## config.mk

```make
export PLATFORM = sky130hd
export DESIGN_NAME = recip_scheduler
export DESIGN_NICKNAME = d
export VERILOG_FILES = /design/src/rtl/recip_scheduler.sv
export SDC_FILE = /design/constraint.sdc
export NUM_CORES = 1
export LEC_CHECK = 0
export ABC_CLOCK_PERIOD_IN_PS = 2600
export BUFFER_PORTS_ARGS = -buffer_cell sky130_fd_sc_hd__buf_2
export CORE_UTILIZATION = 55
export DETAILED_ROUTE_END_ITERATION = 10
export PLACE_DENSITY = 0.79
export SYNTH_ARGS = -nofsm -noshare
export SYNTH_HDL_FRONTEND = slang
export SYNTH_SLANG_ARGS = --single-unit
```

## constraint.sdc

```tcl
create_clock -name clk_fast -period 2.6 [get_ports clk_fast]
set_clock_uncertainty 0.1 [all_clocks]
set_input_delay 0.52 -clock clk_fast [delete_from_list [all_inputs] [get_ports clk_fast]]
set_output_delay 0.52 -clock clk_fast [all_outputs]
set_load 0.05 [all_outputs]
```

## src/rtl/recip_scheduler.sv

```systemverilog
// Round-robin scheduler that shares one reciprocal-counter core across four sensor
// channels: select, settle, wait for a result (or time out), then hold it for the consumer.
module recip_scheduler #(
  parameter int COARSE_WIDTH   = 24,
  parameter int SETTLE_CYCLES  = 4,
  parameter int TIMEOUT_CYCLES = 1000000
) (
  input  logic                    clk_fast,
  input  logic                    rst_n,
  input  logic                    enable,
  input  logic [3:0]              ch_mask,
  output logic [1:0]              sel,
  output logic                    core_clr,
  input  logic                    core_busy,
  input  logic                    core_valid,
  input  logic [COARSE_WIDTH-1:0] core_coarse,
  output logic                    core_ack,
  output logic                    res_valid,
  input  logic                    res_ack,
  output logic [1:0]              res_ch,
  output logic [COARSE_WIDTH-1:0] res_coarse,
  output logic                    res_timeout,
  output logic                    sweep_done
);

  typedef enum logic [2:0] {
    S_IDLE,
    S_SETTLE,
    S_WAIT,
    S_RESULT,
    S_ABORT
  } state_t;

  localparam logic [7:0]  SETTLE_LAST  = 8'(SETTLE_CYCLES - 1);
  localparam logic [23:0] TIMEOUT_LAST = 24'(TIMEOUT_CYCLES - 1);

  logic [1:0]              r_rstSync;
  logic                    w_rstN;
  state_t                  r_state;
  state_t                  w_nextState;
  logic [1:0]              r_rrPtr;
  logic [1:0]              r_sel;
  logic [7:0]              r_settleCnt;
  logic [23:0]             r_tmoCnt;
  logic                    r_coreClr;
  logic                    r_coreAck;
  logic                    r_resValid;
  logic                    r_resTimeout;
  logic                    r_sweepDone;
  logic [1:0]              r_resCh;
  logic [COARSE_WIDTH-1:0] r_resCoarse;
  logic [3:0]              w_rot;
  logic [1:0]              w_off;
  logic [1:0]              w_pick;
  logic                    w_start;
  logic                    w_last;
  logic                    w_unusedBusy;

  // core_busy is status-only; the scheduler never depends on it
  assign w_unusedBusy = core_busy;

  // Async assert, clock-synchronous release of the internal reset
  always_ff @(posedge clk_fast or negedge rst_n) begin
    if (!rst_n) r_rstSync <= 2'b00;
    else        r_rstSync <= {r_rstSync[0], 1'b1};
  end
  assign w_rstN = r_rstSync[1];

  assign w_rot   = 4'({ch_mask, ch_mask} >> r_rrPtr);
  assign w_start = enable && (ch_mask != 4'b0000);
  assign w_pick  = r_rrPtr + w_off;

  always_comb begin
    w_off = 2'd0;
    casez (w_rot)
      4'b???1: w_off = 2'd0;
      4'b??10: w_off = 2'd1;
      4'b?100: w_off = 2'd2;
      4'b1000: w_off = 2'd3;
      default: w_off = 2'd0;
    endcase
  end

  // Pass is complete when no enabled channel sits above the current one
  always_comb begin
    w_last = 1'b1;
    case (r_sel)
      2'd0:    w_last = (ch_mask[3:1] == 3'b000);
      2'd1:    w_last = (ch_mask[3:2] == 2'b00);
      2'd2:    w_last = !ch_mask[3];
      default: w_last = 1'b1;
    endcase
  end

  always_comb begin
    w_nextState = r_state;
    case (r_state)
      S_IDLE:   if (w_start) w_nextState = S_SETTLE;
      S_SETTLE: if (r_settleCnt == SETTLE_LAST) w_nextState = S_WAIT;
      S_WAIT: begin
        if (core_valid)                   w_nextState = S_RESULT;
        else if (r_tmoCnt == TIMEOUT_LAST) w_nextState = S_ABORT;
      end
      S_ABORT:  w_nextState = S_RESULT;
      S_RESULT: if (res_ack) w_nextState = S_IDLE;
      default:  w_nextState = S_IDLE;
    endcase
  end

  always_ff @(posedge clk_fast or negedge w_rstN) begin
    if (!w_rstN) r_state <= S_IDLE;
    else         r_state <= w_nextState;
  end

  // A valid capture is checked before the timeout so it wins on the limit cycle
  always_ff @(posedge clk_fast or negedge w_rstN) begin
    if (!w_rstN) begin
      r_rrPtr      <= 2'd0;
      r_sel        <= 2'd0;
      r_settleCnt  <= 8'd0;
      r_tmoCnt     <= 24'd0;
      r_coreClr    <= 1'b0;
      r_coreAck    <= 1'b0;
      r_resValid   <= 1'b0;
      r_resTimeout <= 1'b0;
      r_sweepDone  <= 1'b0;
      r_resCh      <= 2'd0;
      r_resCoarse  <= '0;
    end else begin
      r_coreClr   <= 1'b0;
      r_coreAck   <= 1'b0;
      r_sweepDone <= 1'b0;
      case (r_state)
        S_IDLE: begin
          if (w_start) begin
            r_sel       <= w_pick;
            r_coreClr   <= 1'b1;
            r_settleCnt <= 8'd0;
          end
        end
        S_SETTLE: begin
          if (r_settleCnt == SETTLE_LAST) r_tmoCnt    <= 24'd0;
          else                            r_settleCnt <= r_settleCnt + 8'd1;
        end
        S_WAIT: begin
          if (core_valid) begin
            r_resCoarse  <= core_coarse;
            r_resCh      <= r_sel;
            r_resTimeout <= 1'b0;
            r_resValid   <= 1'b1;
            r_coreAck    <= 1'b1;
          end else if (r_tmoCnt == TIMEOUT_LAST) begin
            r_coreClr <= 1'b1;
          end else begin
            r_tmoCnt <= r_tmoCnt + 24'd1;
          end
        end
        S_ABORT: begin
          r_resCoarse  <= '0;
          r_resCh      <= r_sel;
          r_resTimeout <= 1'b1;
          r_resValid   <= 1'b1;
        end
        S_RESULT: begin
          if (res_ack) begin
            r_resValid  <= 1'b0;
            r_rrPtr     <= r_sel + 2'd1;
            r_sweepDone <= w_last;
          end
        end
        default: ;
      endcase
    end
  end

  assign sel         = r_sel;
  assign core_clr    = r_coreClr;
  assign core_ack    = r_coreAck;
  assign res_valid   = r_resValid;
  assign res_ch      = r_resCh;
  assign res_coarse  = r_resCoarse;
  assign res_timeout = r_resTimeout;
  assign sweep_done  = r_sweepDone;

endmodule

```

==> run metrics, run 1 <==
dpl ws=0.401 ns; initial antenna violation count=0; Post-synth top flop=dfrtp_1; Die Y=81.6 um; Post-route DRC=0; worst-path maximum fanout=14; Syn Nets=383; DR vias/cell=6.01; Overflow after GRT=0; clock latency at the later pin of the worst-skew pair=0.34 ns; dpl hpwl=5.48 mm; Yosys reg bits=72; async set-reset flop share out of synthesis=100%; Worst Slack Setup Final=0.379 ns; Worst-Margin Slew=0.798 ns; largest stage delay on the critical path=0.50 ns; slowest CP cell=dfrtp_1; initial core utilization=57.9%; commonest non-fill, non-tap cell in the layout=dfrtp_1; Tot Pwr=4.70 mW; vias in the first global route=2672; GP Congestion=0.802; cell row count=28; Setup Crit Path Kind=reg2reg; max_cap viols=0; Final Cycle Share=85.4%; vias=2973; Final Max Slew Viols=0; largest net degree at the start of global routing=34; Final Hold Vio Count=0; synth unique cells=55; Worst Hold Class=reg2async; Lkg Pwr=1.95 nW; Critical Path RT=2.76 ns; RSZ-0062 raised after global routing=no; Reg clk slew, reported paths=0.08 ns; Avg Cell Area, Syn=10.2 um2; # IOs=67; P per Cell Area=1130 nW/um2; die area=6670 um2; initial DRC count=286; setup TNS=0 ns; VDD IR max=1.03 mV; Layout Area Growth over Synthesis=18.9%; hold_ws=0.154 ns; critical path's top delay family=simple AND/OR/NAND/NOR gates; slew margin rel.=46.3%; Seq/Total Area, Yosys=51.6%; most frequent cells in the layout=dfrtp_1, buf_2, nand2_1; reg2reg setup slack=0.38 ns; final WL=7.81 mm; FF-to-FF End=r_tmoCnt[21]; CP Data Arrival Time=2.39 ns; drt first pass iters=5; post-CTS sizing=0; Util after Layout=68.9%; Post-DRT Antenna Nets=0; status=complete, no violations; gr usage total=25.0%; H-Tree Depth=3; number of synthesized flops with an enable pin=0; Layout Nets=456; first-pass GRT wire length=12.6 mm; Synth Warn #=0; critical path cell sequence=nor3b_2 > and2b_1 > o21ai_2 > buf_4 > or4_1 > a21oi_1; die width=81.6 um; CTS buffer count=9; Fmax=450 MHz; CP bufs+invs=1; Mapped Cells=342; Syn Std Cell Area=3490 um2; Clock Tree Buf Depth=2; CTS tree=done; Root Buffer=clkbuf_8; wire per inst=15.8 um; Core Box Area=6030 um2; r2r worst-path depth=6; Clock Sinks=72; worst r2r src=r_state[0]; endpoints failing setup=0; share of layout cells above drive strength 1=25.2%; Port Buffers=65; Crit. End Element=flop; Antenna Diode Count=0; CP startpoint kind=flop; Final min period=2.22 ns; Worst path depth=6
-- area by class of cell --
cell class / count / area, um2
Fill cell: 482 / 1880
Clock buffer: 9 / 124
Tap cell: 75 / 93.8
Multi-Input combinational cell: 245 / 1580
Timing Repair Buffer: 77 / 430
Inverter: 10 / 37.5
Clock inverter: 7 / 78.8
Sequential cell: 72 / 1800
-- cells by family (layout without fill, tap and decap cells) --
| logic type | after synthesis | in the layout | synth area share [%] |
|---|---|---|---|
| multiplexers | 5 | 5 | 1.51 |
| adder cells (fa/ha/maj) | 7 | 7 | 2.51 |
| AO/OA/AOI/OAI | 96 | 96 | 18.9 |
| flip-flops | 72 | 72 | 51.6 |
| XOR/XNOR | 7 | 7 | 1.76 |
| buffers and inverters | 25 | 103 | 3.19 |
| other | 1 | 1 | 0.108 |
| AND/OR/NAND/NOR | 129 | 129 | 20.4 |
-- worst max path at each step --
stage                 start              to
2_1_floorplan  r_rstSync[1]        core_ack
3_3_place_gp     ch_mask[1]  r_settleCnt[0]
3_5_place_dp     r_state[0]    r_tmoCnt[14]
4_1_cts          r_state[0]    r_tmoCnt[21]
5_1_grt          r_rrPtr[0]          sel[1]
6_report         r_state[0]    r_tmoCnt[21]
-- flip-flops by register name (all words and copies together), names as in the netlist, 2 cells and up --
register / flops
r_state: 3
r_rstSync: 2
r_rrPtr: 2
r_settleCnt: 8
r_tmoCnt: 24
res_coarse: 24
sel: 2
res_ch: 2
-- routing by layer --
metal,GRT usage (%),share of wire (%),vias up
li1,-,-,1425
met1,34.6,46,1445
met2,39.1,49,97
met3,4.67,5.1,6
met4,9.65,0.68,0
met5,0,0,-
-- metrics by stage --
stage | instance area (um2) | std cells
4_1_cts | 4150 | 495
5_1_grt | 4150 | 495
3_5_place_dp | 3940 | 478
2_1_floorplan | 3490 | 342
6_report | 4150 | 495
3_3_place_gp | 3940 | 478
-- power by group --
part / switching (mW) / internal [mW] / total (mW)
registers: 0.298 / 1.45 / 1.75
clock network: 0.447 / 0.453 / 0.900
logic: 1.42 / 0.635 / 2.05
-- synthesized netlist by cell type, drive strengths merged (2+ instances only) --
| cell type | instances | area share (%) |
|---|---|---|
| or4 | 5 | 1.1 |
| nand4 | 11 | 2.0 |
| nand2 | 33 | 3.6 |
| nor4 | 3 | 0.72 |
| nor3b | 4 | 1.1 |
| nor3 | 4 | 0.72 |
| o21ai | 23 | 3.4 |
| a21oi | 19 | 2.8 |
| a22o | 24 | 6.0 |
| mux2i | 3 | 0.86 |
| ha | 7 | 2.5 |
| xor2 | 5 | 1.3 |
| and4 | 4 | 1.0 |
| o211ai | 4 | 0.86 |
| mux2 | 2 | 0.65 |
| buf | 4 | 0.93 |
| nor2b | 3 | 0.54 |
| nand2b | 3 | 0.54 |
| xnor2 | 2 | 0.50 |
| a21boi | 2 | 0.43 |
| dfrtp | 72 | 52 |
| nor2 | 18 | 1.9 |
| inv | 10 | 1.1 |
| and3 | 3 | 0.54 |
| o31ai | 5 | 1.1 |
| or3 | 12 | 2.2 |
| a31oi | 6 | 1.1 |
| o21a | 2 | 0.43 |
| nand3 | 19 | 2.9 |
| nor4b | 3 | 0.75 |
| o311ai | 2 | 0.50 |
| clkbuf | 11 | 1.2 |
-- timing repair --
action | CTS | global route
endpoints found under the hold margin | 2 | 0
hold buffers | 1 | 0
setup buffers | 0 | 0
Note: power is estimated with default switching activity, not from simulation.
==> run 2, diff against run 1 <==
--- a/config.mk
+++ b/config.mk
@@ -7,6 +7,7 @@
 export LEC_CHECK = 0
 export ABC_CLOCK_PERIOD_IN_PS = 2600
 export BUFFER_PORTS_ARGS = -buffer_cell sky130_fd_sc_hd__buf_2
+export CORE_ASPECT_RATIO = 0.6
 export CORE_UTILIZATION = 55
 export DETAILED_ROUTE_END_ITERATION = 10
 export PLACE_DENSITY = 0.79
==> run 2 against run 1 <==
Combinational power is essentially flat. Clock power shrank 7.2%. Total power shrank 1.3%. Via count grew 0.10%. Sequential share of layout area grew 0.092 points. Register-to-register slack gained 0.06 ns. Count of clock-buffer cells in the layout grew 1. Critical endpoint is now r_tmoCnt[14].
==> run metrics, run 2 (same netlist as run 1, synthesis figures left out) <==
status=complete, no violations; Fmax=462 MHz; initial antenna violation count=0; Die Y=63.7 um; Layout Area Growth over Synthesis=18.7%; Critical Path RT=2.78 ns; Util after Layout=67.8%; worst-path maximum fanout=15; GP Congestion=0.826; RSZ-0062 raised after global routing=no; Layout Nets=457; Worst Slack Setup Final=0.434 ns; cell row count=22; wire per inst=15.4 um; initial DRC count=128; Worst Hold Class=reg2async; Overflow after GRT=0; Port Buffers=65; Post-route DRC=0; Clock Sinks=72; CTS buffer count=9; Crit. End Element=flop; Core Box Area=6110 um2; fin area=4140 um2; Reg clk slew, reported paths=0.08 ns; Post-DRT Antenna Nets=0; vias=2976; CP Data Arrival Time=2.34 ns; Worst-Margin Slew=0.719 ns; endpoints failing setup=0; # IOs=67; dpl ws=0.402 ns; Setup Crit Path Kind=reg2reg; die width=105 um; Final Hold Vio Count=0; VDD IR max=0.823 mV; gr usage total=25.7%; Placed Cells incl. Taps=488; commonest non-fill, non-tap cell in the layout=dfrtp_1; die area=6680 um2; H-Tree Depth=3; Root Buffer=clkbuf_8; dpl hpwl=5.42 mm; Final Cycle Share=83.3%; first-pass GRT wire length=13.2 mm; P per Cell Area=1120 nW/um2; Final Max Slew Viols=0; setup TNS=0 ns; vias in the first global route=2781; clock latency at the later pin of the worst-skew pair=0.34 ns; final WL=7.79 mm; largest net degree at the start of global routing=30; initial core utilization=57.1%; most frequent cells in the layout=dfrtp_1, buf_2, nand2_1; drt first pass iters=5; Clock Tree Buf Depth=2; slew margin rel.=51.7%; Lkg Pwr=1.93 nW; share of layout cells above drive strength 1=25.4%; Layout Cells excl Fill=505; max_cap viols=0; DR vias/cell=5.89; CTS tree=done; Placed Area=3940 um2; Final min period=2.17 ns; CP startpoint kind=flop; Antenna Diode Count=0
[run 2: area by class of cell]
cell class / count / area [um2]
Fill cell: 502 / 1970
Sequential cell: 72 / 1800
Multi-Input combinational cell: 245 / 1580
Timing Repair Buffer: 78 / 425
Clock buffer: 10 / 138
Tap cell: 84 / 105
Clock inverter: 6 / 50.0
Inverter: 10 / 37.5
[run 2: through the flow]
stage	power [mW]	hold slack, ns
floorplan	3.29	0.124
global placement	3.75	0.200
detailed placement	3.81	0.205
CTS	4.66	0.215
global route	4.92	0.255
finish	4.64	0.192
[run 2: what timing repair did]
action / CTS / global route
hold buffers: 1 / 0
resized for setup: 0 / 0
endpoints found under the hold margin: 2 / 0
buffers inserted: 0 / 0
[run 2: final timing paths]
kind / depth (start not counted) / startpoint / end / slack, ns
setup / recovery: 6 / r_state[1] / r_tmoCnt[14] / 0.43
setup reg to reg: 6 / r_state[1] / r_tmoCnt[14] / 0.43
hold reg to reg: 0 / r_rstSync[1] / r_tmoCnt[4] / 0.19
min in group clk_fast: 0 / r_rstSync[0] / r_rstSync[1] / 0.26
max in group asynchronous: 1 / r_rstSync[1] / res_ch[1] / 1.48
hold / removal: 0 / r_rstSync[1] / r_tmoCnt[4] / 0.19
[run 2: power breakdown]
| group | switching, mW | leakage (nW) | internal [mW] | total, mW |
|---|---|---|---|---|
| logic | 1.38 | 0.919 | 0.638 | 2.02 |
| clock network | 0.451 | 0.0899 | 0.384 | 0.835 |
| registers | 0.334 | 0.926 | 1.45 | 1.79 |
| total | 2.17 | 1.93 | 2.47 | 4.64 |
[run 2: critical path, cell delays in order, from the launching register on]
cell	delay (ns)
dfrtp_1	0.63
nor3b_2	0.26
and2b_1	0.20
o21ai_2	0.08
buf_4	0.18
or4_1	0.50
a21oi_1	0.14
[run 2: routing by layer]
layer | global-route usage (%) | share of wire (%) | routed length, um | vias to the layer above
met5 | 0 | 0 | 0 | -
met4 | 10.2 | 0.76 | 59 | 0
met3 | 7.04 | 7.0 | 542 | 6
met2 | 35.8 | 41 | 3230 | 104
met1 | 38.0 | 51 | 3960 | 1442
li1 | - | - | - | 1424
==> run 3, diff against run 2 <==
--- a/config.mk
+++ b/config.mk
@@ -5,7 +5,7 @@
 export SDC_FILE = /design/constraint.sdc
 export NUM_CORES = 1
 export LEC_CHECK = 0
-export ABC_CLOCK_PERIOD_IN_PS = 2600
+export ABC_CLOCK_PERIOD_IN_PS = 2180
 export BUFFER_PORTS_ARGS = -buffer_cell sky130_fd_sc_hd__buf_2
 export CORE_ASPECT_RATIO = 0.6
 export CORE_UTILIZATION = 55
==> constraint.sdc (replaced) <==
create_clock -name clk_fast -period 2.18 [get_ports clk_fast]
set_clock_uncertainty 0.1 [all_clocks]
set_input_delay 0.436 -clock clk_fast [delete_from_list [all_inputs] [get_ports clk_fast]]
set_output_delay 0.436 -clock clk_fast [all_outputs]
set_load 0.05 [all_outputs]
==> run 3 against run 2 <==
Cell area grew 3.6%. Critical endpoint is now r_tmoCnt[21]. Flip-flop and latch count unchanged. Largest cell class unchanged. Largest power group unchanged. Total power increased by 26%. Setup slack worse by 0.34 ns. Via count decreased by 2.0%.
==> run metrics, run 3 (same netlist as run 1, synthesis figures left out) <==
fin area=4290 um2; Antenna Diode Count=0; Util after Layout=70.2%; Reg clk slew, reported paths=0.09 ns; Clk pwr share=21.2%; dpl hpwl=5.46 mm; initial antenna violation count=0; Worst Hold Class=reg2async; Placed Area=4010 um2; Clock Sinks=72; vias=2917; slowest CP cell=or4_1; switching share of total power=44.4%; net switching power=2.59 mW; Tot Pwr=5.84 mW; P per Cell Area=1360 nW/um2; Layout Area Growth over Synthesis=22.9%; endpoints failing setup=0; Root Buffer=clkbuf_8; share of layout cells above drive strength 1=26.9%; Final Hold Vio Count=0; final WL=7.83 mm; Lkg Pwr=2.03 nW; die width=105 um; first-pass GRT wire length=13.2 mm; cell row count=22; initial core utilization=57.1%; drt first pass iters=4; Placed Cells incl. Taps=493; Logic pwr share=43.1%; Setup Crit Path Kind=reg2reg; hold_ws=0.163 ns; CP Data Arrival Time=2.26 ns; Post-DRT Antenna Nets=0; GP Congestion=0.837; Layout Nets=464; initial DRC count=158; die area=6680 um2; most frequent cells in the layout=dfrtp_1, buf_2, nand2_1; VDD IR max=0.928 mV; worst r2r src=r_tmoCnt[1]; Seq. cell area=1800 um2; commonest non-fill, non-tap cell in the layout=dfrtp_1; wire per inst=15.3 um; Final Cycle Share=95.7%; clock latency at the later pin of the worst-skew pair=0.35 ns; largest stage delay on the critical path=0.50 ns; CTS tree=done; Critical Path RT=2.35 ns; gr usage total=25.9%; fill count=477; CTS buffer count=9; vias in the first global route=2669; Multi-input gate area=1590 um2; Post-route DRC=0; Port Buffers=65; Setup crit start=r_tmoCnt[1]; Fmax=479 MHz; Final Max Slew Viols=0; slew margin rel.=62.4%; worst-path maximum fanout=26; status=complete, no violations; Flop pwr share=35.7%; Crit. End Element=flop; Die Y=63.7 um; max_cap viols=0; Core Box Area=6110 um2; Clock Tree Buf Depth=2; DR vias/cell=5.70; Worst-Margin Slew=0.563 ns; critical path cell sequence=ha_1 > and4_1 > nand3_1 > o21ai_2 > buf_12 > or4_1 > a21oi_1; H-Tree Depth=3; internal power=3.25 mW; CP startpoint kind=flop; Overflow after GRT=0; largest net degree at the start of global routing=30; Final min period=2.09 ns; Layout Cells excl Fill=512; # IOs=67
[run 3: cell count changes in the layout (fill, tap and decap cells not counted)]
cell,previous run,this run
buf_4,12,16
buf_12,0,3
bufinv_16,0,2
clkinvlp_4,2,0
nor4_2,2,0
dfrtp_1,71,70
dfrtp_2,1,2
inv_6,3,2
inv_8,0,1
nor4_1,1,2
nor4_4,0,1
nor4b_1,3,2
nor4b_2,0,1
[run 3: worst paths after layout]
path / end / slack (ns) / cells after the start
hold / removal: res_coarse[14] / 0.16 / 0
max in group asynchronous: res_timeout / 1.16 / 1
setup / recovery: r_tmoCnt[21] / 0.09 / 7
min in group clk_fast: res_coarse[5] / 0.20 / 2
hold reg to reg: res_coarse[14] / 0.16 / 0
setup reg to reg: r_tmoCnt[21] / 0.09 / 7
[run 3: routing by layer]
| metal | GRT usage, % | part of all wire, % | vias up |
|---|---|---|---|
| li1 | - | - | 1435 |
| met1 | 40.0 | 52 | 1358 |
| met4 | 7.39 | 0.96 | 0 |
| met2 | 33.9 | 40 | 114 |
| met3 | 8.70 | 6.9 | 10 |
| met5 | 0 | 0 | - |
[run 3: worst max-delay path, delay by kind of cell, from the launching register on]
kind	cells	cell delay, ns
AO/OA/AOI/OAI	2	0.27
AND/OR/NAND/NOR	3	0.82
buffers and inverters	1	0.16
adder cells (fa/ha/maj)	1	0.24
flip-flops	1	0.41
[run 3: layout make-up]
type	instances	share of cell area (%)
Inverter	10	0.875
Clock buffer	10	3.21
Multi-Input combinational cell	245	37.1
Timing Repair Buffer	85	12.0
Clock inverter	6	2.28
Tap cell	84	2.45
Sequential cell	72	42.1
[run 3: what timing repair did]
item,in CTS,in global routing
hold buffers,1,0
gates resized for setup,0,3
setup endpoints to repair,0,12
endpoints found under the hold margin,2,0
setup buffers,0,2
[run 3: power groups by stage]
stage | clock (mW) | sequential, mW | combinational (mW)
2_1_floorplan | 0 | 2.93 | 0.998
3_3_place_gp | 0 | 2.09 | 2.42
3_5_place_dp | 0 | 2.09 | 2.49
4_1_cts | 1.26 | 2.08 | 2.49
5_1_grt | 1.34 | 2.15 | 2.72
6_report | 1.24 | 2.09 | 2.52
[run 3: per-stage QoR]
step | worst slack, ns | TNS (ns)
6_report | 0.0927 | 0
5_1_grt | -0.0264 | -0.0264
4_1_cts | 0.0584 | 0
3_5_place_dp | 0.0959 | 0
3_3_place_gp | 0.168 | 0
2_1_floorplan | 0.262 | 0
